<file path="src/rtl/alien_formation_ctrl.sv">
`default_nettype none
// ============================================================================
// Module   : alien_formation_ctrl
// Purpose  : Alien grid owner: marching origin, alive mask, per-pixel cell lookup.
// Revision : 1.0 - initial release
// ============================================================================
module alien_formation_ctrl #(
    parameter int ALIASIZE        = 16,
    parameter int COLS            = 8,
    parameter int ROWS            = 4,
    parameter int PITCH_LOG2_X    = 5,
    parameter int PITCH_LOG2_Y    = 5,
    parameter int START_X         = 40,
    parameter int START_Y         = 48,
    parameter int STEP_X          = 4,
    parameter int STEP_Y          = 8,
    parameter int LEFT_BOUND      = 8,
    parameter int RIGHT_BOUND     = 632,
    parameter int INVADE_Y        = 416,
    parameter int FRAMES_PER_MOVE = 8
) (
    input  logic       clk,
    input  logic       rst_n,
    input  logic       frame_tick,
    input  logic       restart,
    input  logic       kill,
    input  logic [2:0] kill_col,
    input  logic [1:0] kill_row,
    input  logic [9:0] pix_x,
    input  logic [9:0] pix_y,
    output logic [9:0] alien_left_x,
    output logic [9:0] alien_top_y,
    output logic       cell_alive,
    output logic       dir,
    output logic [5:0] alive_count,
    output logic       move_pulse,
    output logic       all_dead,
    output logic       invaded
);

    localparam int C_CELLS = COLS * ROWS;
    localparam int C_IDX_W = $clog2(C_CELLS);
    localparam int C_COL_W = 10 - PITCH_LOG2_X;
    localparam int C_ROW_W = 10 - PITCH_LOG2_Y;
    localparam int C_CNT_W = $clog2(FRAMES_PER_MOVE) + 1;

    typedef enum logic [0:0] {MARCH = 1'b0, HALT = 1'b1} state_t;

    state_t               r_state, w_state_next;
    logic [9:0]           r_form_x, r_form_y;
    logic                 r_dir;
    logic [C_CELLS-1:0]   r_mask;
    logic [5:0]           r_alive_count;
    logic [C_CNT_W-1:0]   r_frame_cnt;
    logic                 r_move, r_all_dead, r_invaded;
    logic [9:0]           r_left_x, r_top_y;
    logic                 r_cell_alive;

    // Pixel -> cell lookup (offsets wrap in 10 bits, so left/above the grid lands out of range)
    logic [9:0]           w_dx, w_dy;
    logic [C_COL_W-1:0]   w_col;
    logic [C_ROW_W-1:0]   w_row;
    logic                 w_in_grid;
    logic [C_IDX_W-1:0]   w_idx;

    assign w_dx      = pix_x - r_form_x;
    assign w_dy      = pix_y - r_form_y;
    assign w_col     = C_COL_W'(w_dx >> PITCH_LOG2_X);
    assign w_row     = C_ROW_W'(w_dy >> PITCH_LOG2_Y);
    assign w_in_grid = (int'(w_col) < COLS) && (int'(w_row) < ROWS);
    assign w_idx     = C_IDX_W'(int'(w_row) * COLS + int'(w_col));

    // Occupied extents of the live formation
    logic [COLS-1:0]      w_col_any;
    logic [ROWS-1:0]      w_row_any;
    logic [C_COL_W-1:0]   w_lc, w_rc;
    logic [C_ROW_W-1:0]   w_br;

    always_comb begin
        w_col_any = '0;
        w_row_any = '0;
        w_lc      = '0;
        w_rc      = '0;
        w_br      = '0;
        for (int r = 0; r < ROWS; r++) begin
            for (int c = 0; c < COLS; c++) begin
                if (r_mask[r*COLS+c]) begin
                    w_col_any[c] = 1'b1;
                    w_row_any[r] = 1'b1;
                end
            end
        end
        for (int c = COLS - 1; c >= 0; c--) begin
            if (w_col_any[c]) w_lc = C_COL_W'(c);
        end
        for (int c = 0; c < COLS; c++) begin
            if (w_col_any[c]) w_rc = C_COL_W'(c);
        end
        for (int r = 0; r < ROWS; r++) begin
            if (w_row_any[r]) w_br = C_ROW_W'(r);
        end
    end

    logic [11:0] w_left_edge, w_right_edge, w_bottom;
    logic [9:0]  w_drop_y;
    logic        w_hit_edge, w_invade, w_do_move;

    assign w_left_edge  = 12'(r_form_x) + 12'({w_lc, {PITCH_LOG2_X{1'b0}}});
    assign w_right_edge = 12'(r_form_x) + 12'({w_rc, {PITCH_LOG2_X{1'b0}}}) + 12'(ALIASIZE);
    assign w_hit_edge   = r_dir ? (w_right_edge + 12'(STEP_X) > 12'(RIGHT_BOUND))
                                : (w_left_edge < 12'(LEFT_BOUND + STEP_X));
    assign w_drop_y     = r_form_y + 10'(STEP_Y);
    assign w_bottom     = 12'(w_drop_y) + 12'({w_br, {PITCH_LOG2_Y{1'b0}}}) + 12'(ALIASIZE);
    assign w_invade     = w_bottom >= 12'(INVADE_Y);
    assign w_do_move    = r_move && (r_state == MARCH);

    // Kill handling; edge test above still sees the pre-kill mask
    logic [C_IDX_W-1:0] w_kill_idx;
    logic               w_kill_hit, w_all_gone;
    logic [C_CELLS-1:0] w_mask_next;

    assign w_kill_idx  = C_IDX_W'(int'(kill_row) * COLS + int'(kill_col));
    assign w_kill_hit  = kill && (int'(kill_col) < COLS) && (int'(kill_row) < ROWS)
                         && r_mask[w_kill_idx];
    assign w_mask_next = w_kill_hit ? (r_mask & ~(C_CELLS'(1) << w_kill_idx)) : r_mask;
    assign w_all_gone  = w_kill_hit && (w_mask_next == '0);

    logic [C_CNT_W-1:0] w_period_last;
    logic               w_tick_wrap;

    assign w_period_last = (r_alive_count <= 6'(C_CELLS / 2)) ? C_CNT_W'(FRAMES_PER_MOVE / 2 - 1)
                                                               : C_CNT_W'(FRAMES_PER_MOVE - 1);
    assign w_tick_wrap   = frame_tick && (r_state == MARCH) && (r_frame_cnt >= w_period_last);

    always_comb begin
        w_state_next = r_state;
        if (restart) begin
            w_state_next = MARCH;
        end else if (r_state == MARCH && ((w_do_move && w_hit_edge && w_invade) || w_all_gone)) begin
            w_state_next = HALT;
        end
    end

    always_ff @(posedge clk or negedge rst_n) begin
        if (!rst_n) r_state <= MARCH;
        else        r_state <= w_state_next;
    end

    always_ff @(posedge clk or negedge rst_n) begin
        if (!rst_n) begin
            r_form_x      <= 10'(START_X);
            r_form_y      <= 10'(START_Y);
            r_dir         <= 1'b1;
            r_mask        <= '1;
            r_alive_count <= 6'(C_CELLS);
            r_frame_cnt   <= '0;
            r_move        <= 1'b0;
            r_all_dead    <= 1'b0;
            r_invaded     <= 1'b0;
            r_left_x      <= '0;
            r_top_y       <= '0;
            r_cell_alive  <= 1'b0;
        end else if (restart) begin
            r_form_x      <= 10'(START_X);
            r_form_y      <= 10'(START_Y);
            r_dir         <= 1'b1;
            r_mask        <= '1;
            r_alive_count <= 6'(C_CELLS);
            r_frame_cnt   <= '0;
            r_move        <= 1'b0;
            r_all_dead    <= 1'b0;
            r_invaded     <= 1'b0;
            r_left_x      <= '0;
            r_top_y       <= '0;
            r_cell_alive  <= 1'b0;
        end else begin
            r_left_x     <= r_form_x + {w_col, {PITCH_LOG2_X{1'b0}}};
            r_top_y      <= r_form_y + {w_row, {PITCH_LOG2_Y{1'b0}}};
            r_cell_alive <= w_in_grid && r_mask[w_idx];

            r_mask <= w_mask_next;
            if (w_kill_hit) r_alive_count <= r_alive_count - 6'd1;
            if (w_all_gone) r_all_dead    <= 1'b1;

            if (w_do_move) begin
                if (w_hit_edge) begin
                    r_form_y <= w_drop_y;
                    r_dir    <= ~r_dir;
                    if (w_invade) r_invaded <= 1'b1;
                end else if (r_dir) begin
                    r_form_x <= r_form_x + 10'(STEP_X);
                end else begin
                    r_form_x <= r_form_x - 10'(STEP_X);
                end
            end

            if (frame_tick && r_state == MARCH)
                r_frame_cnt <= w_tick_wrap ? '0 : r_frame_cnt + 1'b1;
            r_move <= w_tick_wrap && (w_state_next == MARCH);
        end
    end

    assign alien_left_x = r_left_x;
    assign alien_top_y  = r_top_y;
    assign cell_alive   = r_cell_alive;
    assign dir          = r_dir;
    assign alive_count  = r_alive_count;
    assign move_pulse   = r_move;
    assign all_dead     = r_all_dead;
    assign invaded      = r_invaded;

endmodule
`default_nettype wire

</file>
<file path="config.mk">
export PLATFORM = sky130hd
export DESIGN_NAME = alien_formation_ctrl
export DESIGN_NICKNAME = d
export VERILOG_FILES = /design/src/rtl/alien_formation_ctrl.sv
export SDC_FILE = /design/constraint.sdc
export NUM_CORES = 1
export LEC_CHECK = 0
export BUFFER_PORTS_ARGS = -buffer_cell sky130_fd_sc_hd__buf_2
export CORE_MARGIN = 2
export CORE_UTILIZATION = 40
export CTS_CLUSTER_SIZE = 30
export DETAILED_ROUTE_END_ITERATION = 8
export SLEW_MARGIN = 20
export SYNTH_ARGS = -nofsm -noshare
export SYNTH_HDL_FRONTEND = slang
export SYNTH_SLANG_ARGS = --single-unit
</file>
<file path="constraint.sdc">
create_clock -name clk -period 8.85 [get_ports clk]
set_clock_uncertainty 0.05 [all_clocks]
set_input_delay 0.885 -clock clk [delete_from_list [all_inputs] [get_ports clk]]
set_output_delay 0.885 -clock clk [all_outputs]
set_load 0.1 [all_outputs]
</file>
# Word-level counts from Yosys, hierarchy flattened
# Cells that the tools add are included.
word_totals:
  register_bits: 88
  output_inout_bits: 31
  wordCells: 177
classes:
  n_addsub: 17
  order_cmp: 9
  eq_ne: 1
  n_shift: 1
  mux: 109
  n_bitwise: 5
  n_reduce_logical: 22
ops:
  columns: ["operator", "count"]
  rows:
  - ["$mux 10", 9]
  - ["$mux 5", 15]
  - ["$mux 1", 74]
  - ["$mux 32", 2]
  - ["$add 10x10->11", 3]
  - ["$and 32x32->32", 1]
  - ["$logic_not 32->1", 1]
  - ["$not 32->32", 1]
  - ["$shl 1x5->32 const A", 1]
  - ["$add 11x5->12 const B", 2]
  - ["$add 10x10->10", 2]
  - ["$sub 10x10->10", 2]
  - ["$add 12x3->12 const B", 1]
  - ["$ge 12x9->1 const B", 1]
  - ["$gt 12x10->1 const B", 1]
  - ["$lt 5x6->1 const B", 2]
  - ["$mux 4", 3]
  - ["$mux 6", 2]
  - ["$reduce_bool 2->1", 6]
  - ["$logic_and 1x1->1", 11]
  - ["$lt 11x4->1 const B", 1]
  - ["$add 10x3->10 const B", 1]
  - ["$add 10x4->10 const B", 1]
  - ["$bmux 1 s5", 2]
  - ["other kinds (15)", 19]

# Depth between registers and ports, before layout
# Gate-level depths: netlist of the first run.
depth:
  depth_word: 25
  mapped_depth: 16
  mapped_depth_nobuf: 15

# Least setup slack after synthesis of the first run
# OpenSTA, ideal clock, no wires.
synth_path:
  path_kind: "register to register"
  start: "register r_mask[5]"
  end: "register r_form_y[6]"
  arrival_ns: 3.281
  required_ns: 8.668
  setup_slack_ns: 5.387
  path_stages_with_launch: 16
  path_cell_list: "dfstp_2 -> or4_1 -> a21oi_1 -> o21ai_0 -> nand2_1 -> a21oi_1 -> ha_1 -> fa_1 -> or2_2 -> a21oi_1 -> nor4_2 -> nor4_1 -> buf_2 -> nor2b_1 -> xnor2_1 -> nor2_1"
synth_via:
  elab_chain_len: 15
synth_rtl:
  columns: ["element", "line", "source"]
  rows:
  - ["start, declared", "52", "logic [C_CELLS-1:0] r_mask;"]
  - ["start signal, assigned", "181", "r_mask <= w_mask_next;"]
  - ["$mux 1 (*) (4 in series)", "87", "if (r_mask[r*COLS+c]) begin"]
  - ["branches (longest 8 deep; another with $add 11x5->12)", null, null]
  - ["$mux 1 (*)", "110", "assign w_hit_edge = r_dir ? (w_right_edge + 12'(STEP_X) > 12'(RIGHT_BOUND))"]
  - ["$reduce_bool 2->1 (no source line) (*)", null, null]
  - ["$reduce_and 2->1 (no source line) (*)", null, null]
  - ["end signal, assigned", "152", "r_form_y <= 10'(START_Y);"]
  - ["end signal, assigned", "165", "r_form_y <= 10'(START_Y);"]
  - ["end signal, assigned", "187", "r_form_y <= w_drop_y;"]
  - ["end, declared", "50", "logic [9:0] r_form_x, r_form_y;"]
# Every way passes the cells marked *.
# A chain may end at the register's enable or synchronous reset.

# Worst setup path after layout of the first run
layout_path:
  start: "register r_mask[9]"
  end: "register r_form_x[9]"
layout_via:
  elab_chain_len: 17
layout_rtl:
  columns: ["element", "line", "source"]
  rows:
  - ["$mux 1 (*) (3 in series)", "87", null]
  - ["$mux 1", "97", "if (w_col_any[c]) w_rc = C_COL_W'(c);"]
  - ["$mux 5 (6 in series)", "97", null]
  - ["$add 10x10->11", "109", "assign w_right_edge = 12'(r_form_x) + 12'({w_rc, {PITCH_LOG2_X{1'b0}}}) + 12'(ALIASIZE);"]
  - ["$add 11x5->12", "109", null]
  - ["$add 12x3->12", "110", null]
  - ["$gt 12x10->1", "110", null]
  - ["$mux 1 (*)", "110", null]
  - ["$ne 2x2->1 (no source line) (*)", null, null]
  - ["$reduce_and 2->1 (no source line) (*)", null, null]
  - ["end signal, assigned", "151", "r_form_x <= 10'(START_X);"]
  - ["end signal, assigned", "164", "r_form_x <= 10'(START_X);"]
  - ["end signal, assigned", "191", "r_form_x <= r_form_x + 10'(STEP_X);"]
  - ["end, declared", "50", null]
# Every way passes the cells marked *; elsewhere a longest branch is shown, timed or not.

==> impl_metrics.ini, run 1 <==
[worst_setup_path]
crit_path_cell_trace = nor4_1, nand2b_1, a21oi_1, o21ai_0, nand2_1, ha_1, or3_1, o221a_2, mux2_2, nor4_2, nor3_1, nor2_1, a21oi_1, a31o_2
start_kind = flop
regToRegStartpoint = r_mask[9]
timing.rr.end = r_form_x[9]
slowest_delay_ns = 0.75
cp_common_cell = a21oi_1
worstSetupEndpointType = flop
slowest_stage = nor2_1
rr_worst_depth = 14
worstPathRequired_ns = 9.03
crit_arrival_ns = 4.29
cp_max_fo = 12
worst-setup-path-type = reg -> reg
reg2reg_slack_ns = 4.74

[floorplan]
fp-row-count = 44
die_y_um = 126
design.core.area_sq_mm = 0.0145
io_pins = 61
die_area_sq_mm = 0.0159
start_util_pct = 41.0
die_w_um = 126

[placed_design]
gp_congestion = 0.913
dp.cells = 856
placed_area_sq_mm = 0.00634
dpl_worst_slack_ns = 4.77
hpwl_um = 10500
io_buffers = 55

[logic_synthesis]
synth_top_area_cell = dfrtp_1
synth_area_leaders = dfrtp_1, dfstp_2, ha_1
syn_avg_cell_area_sq_um = 9.32
yosysSeqAreaShare_pct = 34.0
synth_warnings = 0
synth_edf_count = 0
ys_ff_latch = 79
synth_area_sq_mm = 0.00595
synth_nets = 717
ys_types = 71
yosysTopAreaCellShare_pct = 17.2
syn_inst = 639
ys.flop_type = dfrtp_1
async_flop_share_pct = 100

[clock_network]
insertion_delay_ns = 0.34
cts-buffers-inserted = 9
cts-resized-gates = 0
clk_path_buf_depth = 2
cts_tree = done
clock-sinks = 79
clk_pin_slew_ns = 0.06
cts_setup_buffers = 0
hold_buffers = 0
ctsHtreeMaxLevel = 3
clock-root-buffer = clkbuf_16

[power_and_ir_drop]
p_seq_share_pct = 40.9
power.density_mw_per_mm2 = 144
pwr-share-clk_pct = 35.8
p_leak_nw = 2.83
p_comb_share_pct = 23.3
power.switching_mw = 0.320
p_int_mw = 0.630
swShare_pct = 33.7
total_power_mw = 0.950
ir_drop_uv = 100

[drt]
viasPerCell = 5.72
drc = 0
ant_nets = 0
drt_iter0_drc = 277
avgRoutedWirePerCell_um = 16.8
drtPass1Iterations = 5
routed_wl_um = 14700
vias = 4985

[grt]
grt.total_usage_pct = 18.9
antenna_found_initial = 0
grt_pass1_wl_um = 24600
grt_max_degree = 80
grt_pass1_vias = 4991
grt-ovfl-total = 0

[timing]
maxSlewViolCount = 0
setup_viol = 0
rsz0062_at_grt = no
max_freq_mhz = 243
slew_headroom_pct = 34.3
tightestPinTransition_ns = 0.983
setup_slack_ns = 4.74
fin_crit_sh_pct = 46.4
min_period_ns = 4.11
hold_violations = 0
setup_tns_ns = 0

[run_status]
status = completed

[layout]
drive_gt1_share_pct = 21.2
syn_to_final_growth_pct = 11.0
final_cell_area_sq_mm = 0.00661
fin_nets = 761
final_cells = 872
diodes = 0

[worst_hold_path]
worstHoldStart = invaded
min_path_cells = 2
min_path_type = reg -> reg
holdPathEnd = invaded

[flow_run]
drv_cap = 0
-- critical path: cells and delay by family (launching register included) --
kind	cells	cell delay [ns]
AND/OR/NAND/NOR	7	2.16
AO/OA/AOI/OAI	5	0.87
flip-flops	1	0.41
multiplexers	1	0.27
adder cells (fa/ha/maj)	1	0.26
-- cells by family after synthesis --
group	count (synthesis)	synth area share, %
muxes	43	9.56
adders and majority gates	48	10.7
AOI/OAI and AO/OA	131	14.4
other	1	0.0630
and+or+nand+nor	232	19.8
buffers and inverters	58	4.62
xor gates and xnor gates	47	6.91
DFF	79	34.0
-- metrics by stage --
stage	utilization [%]	hold WS [ns]
finish	45.5	0.444
global route	45.5	0.466
CTS	45.5	0.455
detailed placement	43.6	0.445
global placement	43.6	0.430
floorplan	-	0.408
-- Yosys cell counts, drive strengths merged, types with 15 or more instances --
| cell | number |
|---|---|
| nand2 | 65 |
| nor2 | 60 |
| ha | 43 |
| dfrtp | 41 |
| dfstp | 38 |
| a21oi | 33 |
| o21ai | 32 |
| inv | 31 |
| xnor2 | 30 |
| mux2i | 22 |
| buf | 17 |
| xor2 | 17 |
| a21o | 15 |
| nor3 | 15 |
-- area by class of cell --
class / instances / area, sq um
Fill cell: 1462 / 7920
Clock inverter: 4 / 22.5
Tap cell: 184 / 230
Sequential cell: 79 / 2020
Timing Repair Buffer: 59 / 312
Clock buffer: 12 / 246
Multi-Input combinational cell: 502 / 3650
Inverter: 32 / 120
-- flip-flops by register name (all words and copies together) (netlist names), 4 cells and up --
register	cells
r_form_y	7
alive_count	6
r_form_x	8
r_mask	32
alien_left_x	9
alien_top_y	7
r_frame_cnt	4
-- power groups by stage --
| stage | registers, mW | logic, mW | clock network [mW] |
|---|---|---|---|
| 2_1_floorplan | 0.472 | 0.0975 | 0 |
| 3_3_place_gp | 0.394 | 0.219 | 0 |
| 3_5_place_dp | 0.394 | 0.222 | 0 |
| 4_1_cts | 0.389 | 0.223 | 0.351 |
| 5_1_grt | 0.390 | 0.238 | 0.366 |
| 6_report | 0.388 | 0.221 | 0.340 |
-- worst max path at each step --
| stage | start | to | cells past startpoint |
|---|---|---|---|
| 3_5_place_dp | r_mask[9] | r_form_x[9] | 14 |
| 3_3_place_gp | r_mask[5] | r_form_x[9] | 15 |
| 6_report | r_mask[9] | r_form_x[9] | 14 |
| 2_1_floorplan | r_mask[5] | r_form_y[6] | 15 |
| 4_1_cts | r_mask[9] | r_form_x[9] | 14 |
| 5_1_grt | r_mask[9] | r_form_x[9] | 14 |
-- layer usage --
metal	wire length (um)	GRT usage [%]	vias to the layer above
li1	-	-	2371
met1	6670	25.4	2435
met2	6950	31.0	151
met3	802	3.70	28
met4	243	6.21	0
met5	0	0	-
-- layout by cell type (no fill, tap or decap), drive strengths merged, types with 14 or more instances in the layout --
cell,count
inv,31
buf,59
xor2,17
ha,43
dfrtp,41
o21ai,32
nand2,65
dfstp,38
mux2i,22
xnor2,30
a21o,15
a21oi,33
nor3,15
nand2b,14
nor2,60
Power figures use the tool's default switching activity.
==> run 2: changes to the inputs <==
- clock period: 8.85 -> 3.8 ns (I/O delays scaled with it)
==> run 2 against run 1 <==
Against the previous run: worst setup slack worse by 4.5 ns; count of clock-buffer cells in the layout is 1 higher; core utilization is 2.4 points higher; die area stayed put; critical path depth up 3; sequential power is 130% higher; non-clock buffer count increased by 39; total power grew 140%; worst hold slack got worse by 0.42 ns; sequential share of layout area is 1.6 points lower; critical endpoint is now r_state.
==> impl_metrics.ini, run 2 (synthesis gave the netlist of run 1 again) <==
[worst_setup_path]
start_kind = flop
worstSetupEndpointType = flop
worstPathRequired_ns = 3.99
crit_start = r_mask[26]
cp_max_fo = 5
crit_arrival_ns = 3.78
worst-setup-path-type = reg -> reg
regToRegStartpoint = r_mask[26]

[clock_network]
ctsHtreeMaxLevel = 3
clock-sinks = 79
clk_pin_slew_ns = 0.06
hold_buffers = 0
clk_path_buf_depth = 2
clock-root-buffer = clkbuf_16
insertion_delay_ns = 0.35
cts_tree = done
cts-buffers-inserted = 9

[drt]
drt_iter0_drc = 356
wl_met2_um = 7200
met3_length_um = 941
routed_wl_um = 15500
wl_met1_um = 6910
viasPerCell = 5.64
ant_nets = 0
drtPass1Iterations = 5
avgRoutedWirePerCell_um = 17.0
highest_layer = met4
drc = 0
vias = 5137

[layout]
final_common_cell = nand2_1
drive_gt1_share_pct = 26.0
syn_to_final_growth_pct = 17.0
post-route-util_pct = 47.9
diodes = 0
final_cell_mix = nand2_1, nor2_1, buf_2
largest_reg_flops = 32
fin_nets = 800
final_cells = 911
top_register = r_mask

[power_and_ir_drop]
ir_drop_uv = 232
p_int_mw = 1.56
total_power_mw = 2.33
pwr-share-clk_pct = 38.5
p_seq_share_pct = 38.7
p_leak_nw = 3.02
swShare_pct = 32.9
p_comb_share_pct = 22.9
power.switching_mw = 0.767
power.density_mw_per_mm2 = 334

[placed_design]
dp.cells = 893
gp_congestion = 0.919
hpwl_um = 11200
io_buffers = 55

[grt]
grt_pass1_vias = 5168
grt_pass1_wl_um = 25900
antenna_found_initial = 0
grt.total_usage_pct = 20.2
grt-ovfl-total = 0
grt_max_degree = 80

[timing]
hold_violations = 0
max_freq_mhz = 279
setup_viol = 0
tightestPinTransition_ns = 0.855
min_period_ns = 3.59
rsz0062_at_grt = yes
fin_crit_sh_pct = 94.5
maxSlewViolCount = 0
slew_headroom_pct = 42.6

[flow_run]
drv_cap = 0

[floorplan]
die_y_um = 126
io_pins = 61
start_util_pct = 41.0
die_area_sq_mm = 0.0159
die_w_um = 126
design.core.area_sq_mm = 0.0145
fp-row-count = 44

[run_status]
status = completed

[worst_hold_path]
min_path_type = in -> async
==> run 2: changes by cell type in the layout (fill, tap and decap cells not counted), sizes merged <==
cell,previous run,this run
bufinv,0,1
clkbuf,12,13
clkinv,4,2
buf,59,98
==> run 2: path summary, 6_finish.rpt <==
path                                   end  slack (ns)  cells past startpoint
setup / recovery                   r_state        0.21                     17
hold / removal                 r_form_x[8]        0.02                      1
setup reg to reg                   r_state        0.21                     17
hold reg to reg                    invaded        0.45                      2
max in group asynchronous   alive_count[3]        3.15                      1
min in group clk           alien_left_x[9]        0.40                      4
==> run 2: power groups by stage <==
stage | sequential, mW | combinational [mW] | clock (mW)
2_1_floorplan | 1.10 | 0.227 | 0
3_3_place_gp | 0.913 | 0.525 | 0
3_5_place_dp | 0.914 | 0.531 | 0
4_1_cts | 0.901 | 0.533 | 0.919
5_1_grt | 0.904 | 0.572 | 0.957
6_report | 0.900 | 0.532 | 0.896
==> run 2: final cells by class <==
class,count,area [sq um]
timing repair buffer,98,604
clock buffer,13,260
clock inverter,3,42.5
fill,1408,7570
sequential,79,2020
multi-input combinational,502,3680
tap,184,230
inverter,32,120
==> run 2: repair_timing <==
action                     4_1_cts  5_1_grt
buffers inserted                 0        2
setup endpoints to repair       12       16
pin swaps                        0        1
gates resized for setup          2        5
gates cloned                     0        0
==> run 2: routing by layer <==
layer / global-route usage (%) / vias up
li1: - / 2464
met1: 26.0 / 2480
met2: 33.0 / 158
met3: 5.18 / 35
met4: 7.43 / 0
met5: 0 / -
==> run 2: through the flow <==
stage                     cell area, sq um  setup TNS (ns)  setup WS, ns  hold slack (ns)
after floorplan                       5950               0         0.337           0.0344
after global placement                6620          -0.698        -0.160            0.429
after detailed placement              6620           -1.78        -0.269            0.433
after CTS                             6930               0        0.0494            0.199
after global routing                  6970         -0.0120       -0.0120           0.0788
final                                 6970               0         0.209           0.0206
==> run 2: worst max-delay path, stage by stage (launching register included) <==
cell and delay (ns):
dfstp_2 0.39, buf_4 0.15, or2_2 0.28, nor2_1 0.16
nand2_1 0.07, nor2_1 0.14, o21ai_0 0.20, buf_4 0.21
ha_1 0.30, inv_1 0.05, ha_1 0.17, a21oi_1 0.19
a21oi_1 0.10, o2bb2ai_1 0.14, a21oi_1 0.05, mux2_2 0.28
a311o_2 0.40, and2_1 0.16
==> run 3: changes to the inputs <==
- BUFFER_PORTS_ARGS: -buffer_cell sky130_fd_sc_hd__buf_2 -> -buffer_cell sky130_fd_sc_hd__clkbuf_2
==> run 3 against run 2 <==
Against the previous run: count of clock-buffer cells in the layout fell by 3; global-route usage fell by 0.061 points; core utilization fell by 0.052 points; combinational power barely moved; routed wire length rose by 0.89%; clock power fell by 3.9%; first-iteration DRC count fell by 8.1%; via count rose by 1.6%; fmax fell by 0.94%; die area did not move; sequential cell count did not move; largest cell class unchanged.
==> impl_metrics.ini, run 3 (synthesis gave the netlist of run 1 again) <==
[run_status]
status = completed

[layout]
layout.area.seq_sq_mm = 0.00202
syn_to_final_growth_pct = 16.9
multi_input_area_sq_mm = 0.00369
post-route-util_pct = 47.9
final_cell_mix = nand2_1, nor2_1, clkbuf_2
largest_reg_flops = 32
drive_gt1_share_pct = 26.0
fin_nets = 800
diodes = 0
final_common_cell = nand2_1
final_cells = 911
top_register = r_mask
fillers = 1418

[clock_network]
clock-sinks = 79
hold_buffers = 0
ctsHtreeMaxLevel = 3
clk_pin_slew_ns = 0.06
clock-root-buffer = clkbuf_16
clk_path_buf_depth = 2
insertion_delay_ns = 0.34
cts_tree = done
cts-buffers-inserted = 9

[power_and_ir_drop]
p_leak_nw = 3.03
power.density_mw_per_mm2 = 330
total_power_mw = 2.30
ir_drop_uv = 218

[placed_design]
dpl_worst_slack_ns = -0.265
gp_congestion = 0.903
hpwl_um = 11300
dp.cells = 893
io_buffers = 55

[floorplan]
io_pins = 61
die_w_um = 126
design.core.area_sq_mm = 0.0145
die_area_sq_mm = 0.0159
start_util_pct = 41.0
die_y_um = 126
fp-row-count = 44

[drt]
viasPerCell = 5.73
drt_iter0_drc = 327
routed_wl_um = 15600
drc = 0
drtPass1Iterations = 5
vias = 5217
ant_nets = 0
avgRoutedWirePerCell_um = 17.1

[worst_setup_path]
reg2reg_slack_ns = 0.18
slowest_stage = a311o_2
crit_arrival_ns = 3.81
cp_top_family = compound AO/OA/AOI/OAI gates
worstPathRequired_ns = 3.98
slowest_delay_ns = 0.40
crit_buf_inv = 2
crit_path_cell_trace = buf_4, or2_2, nor2_1, nand2_1, nor2_1, o21ai_0, buf_4, ha_1, a21o_1, a21oi_1, a21oi_1, o2bb2ai_1, a21oi_1, mux2_2, a311o_2, and2_1
worst-setup-path-type = reg -> reg
cp_common_cell = a21oi_1
cp_max_fo = 5
worstSetupEndpointType = flop
start_kind = flop

[grt]
grt_pass1_wl_um = 25800
grt_max_degree = 80
grt-ovfl-total = 0
grt.total_usage_pct = 20.2
antenna_found_initial = 0
grt_pass1_vias = 5158

[timing]
slew_headroom_pct = 43.1
hold_violations = 0
whs_ns = 0.0220
max_freq_mhz = 276
maxSlewViolCount = 0
setup_viol = 0
setup_slack_ns = 0.175
tightestPinTransition_ns = 0.848
min_period_ns = 3.62
fin_crit_sh_pct = 95.4

[flow_run]
drv_cap = 0

[worst_hold_path]
min_path_type = in -> async
run 3: cell count changes in the layout (fill, tap and decap cells not counted), sizes merged:
cell    previous run  this run
clkinv             2         5
buf               98        44
clkbuf            13        64
run 3: area by class of cell:
type | count | share of cell area, %
clock buffer | 10 | 3.29
inverter | 32 | 1.73
sequential | 79 | 29.1
multi-input combinational | 502 | 53.0
tap | 184 | 3.31
clock inverter | 6 | 0.881
timing repair buffer | 98 | 8.69
run 3: final timing paths:
path | startpoint | end | cells after the start
min in group clk | pix_x[9] | alien_left_x[9] | 4
min reg2reg | invaded | invaded | 2
max in group asynchronous | rst_n | alive_count[1] | 1
max reg2reg | r_mask[26] | r_state | 16
min | rst_n | alien_left_x[3] | 1
max | r_mask[26] | r_state | 16
run 3: layer usage:
metal	GRT usage, %	up-vias	part of all wire, %
li1	-	2463	-
met1	26.3	2580	45
met2	33.9	158	48
met3	4.50	16	5.1
met4	5.56	0	1.2
met5	0	-	0
run 3: power breakdown:
part           total (mW)  internal (mW)  switching [mW]
Sequential          0.903          0.879          0.0234
Combinational       0.533          0.138           0.395
Clock               0.861          0.507           0.354
run 3: what timing repair did:
action / CTS / global route
endpoints found under the setup margin: 11 / 15
hold endpoints to repair: 0 / 0
gates resized for setup: 2 / 5
buffers inserted: 0 / 2
pin swaps: 0 / 1
run 3: metrics by stage:
stage	TNS, ns	instance area (sq um)
floorplan	0	5950
global placement	-0.829	6620
global route	-0.0401	6960
finish	0	6960
detailed placement	-1.58	6620
CTS	0	6910
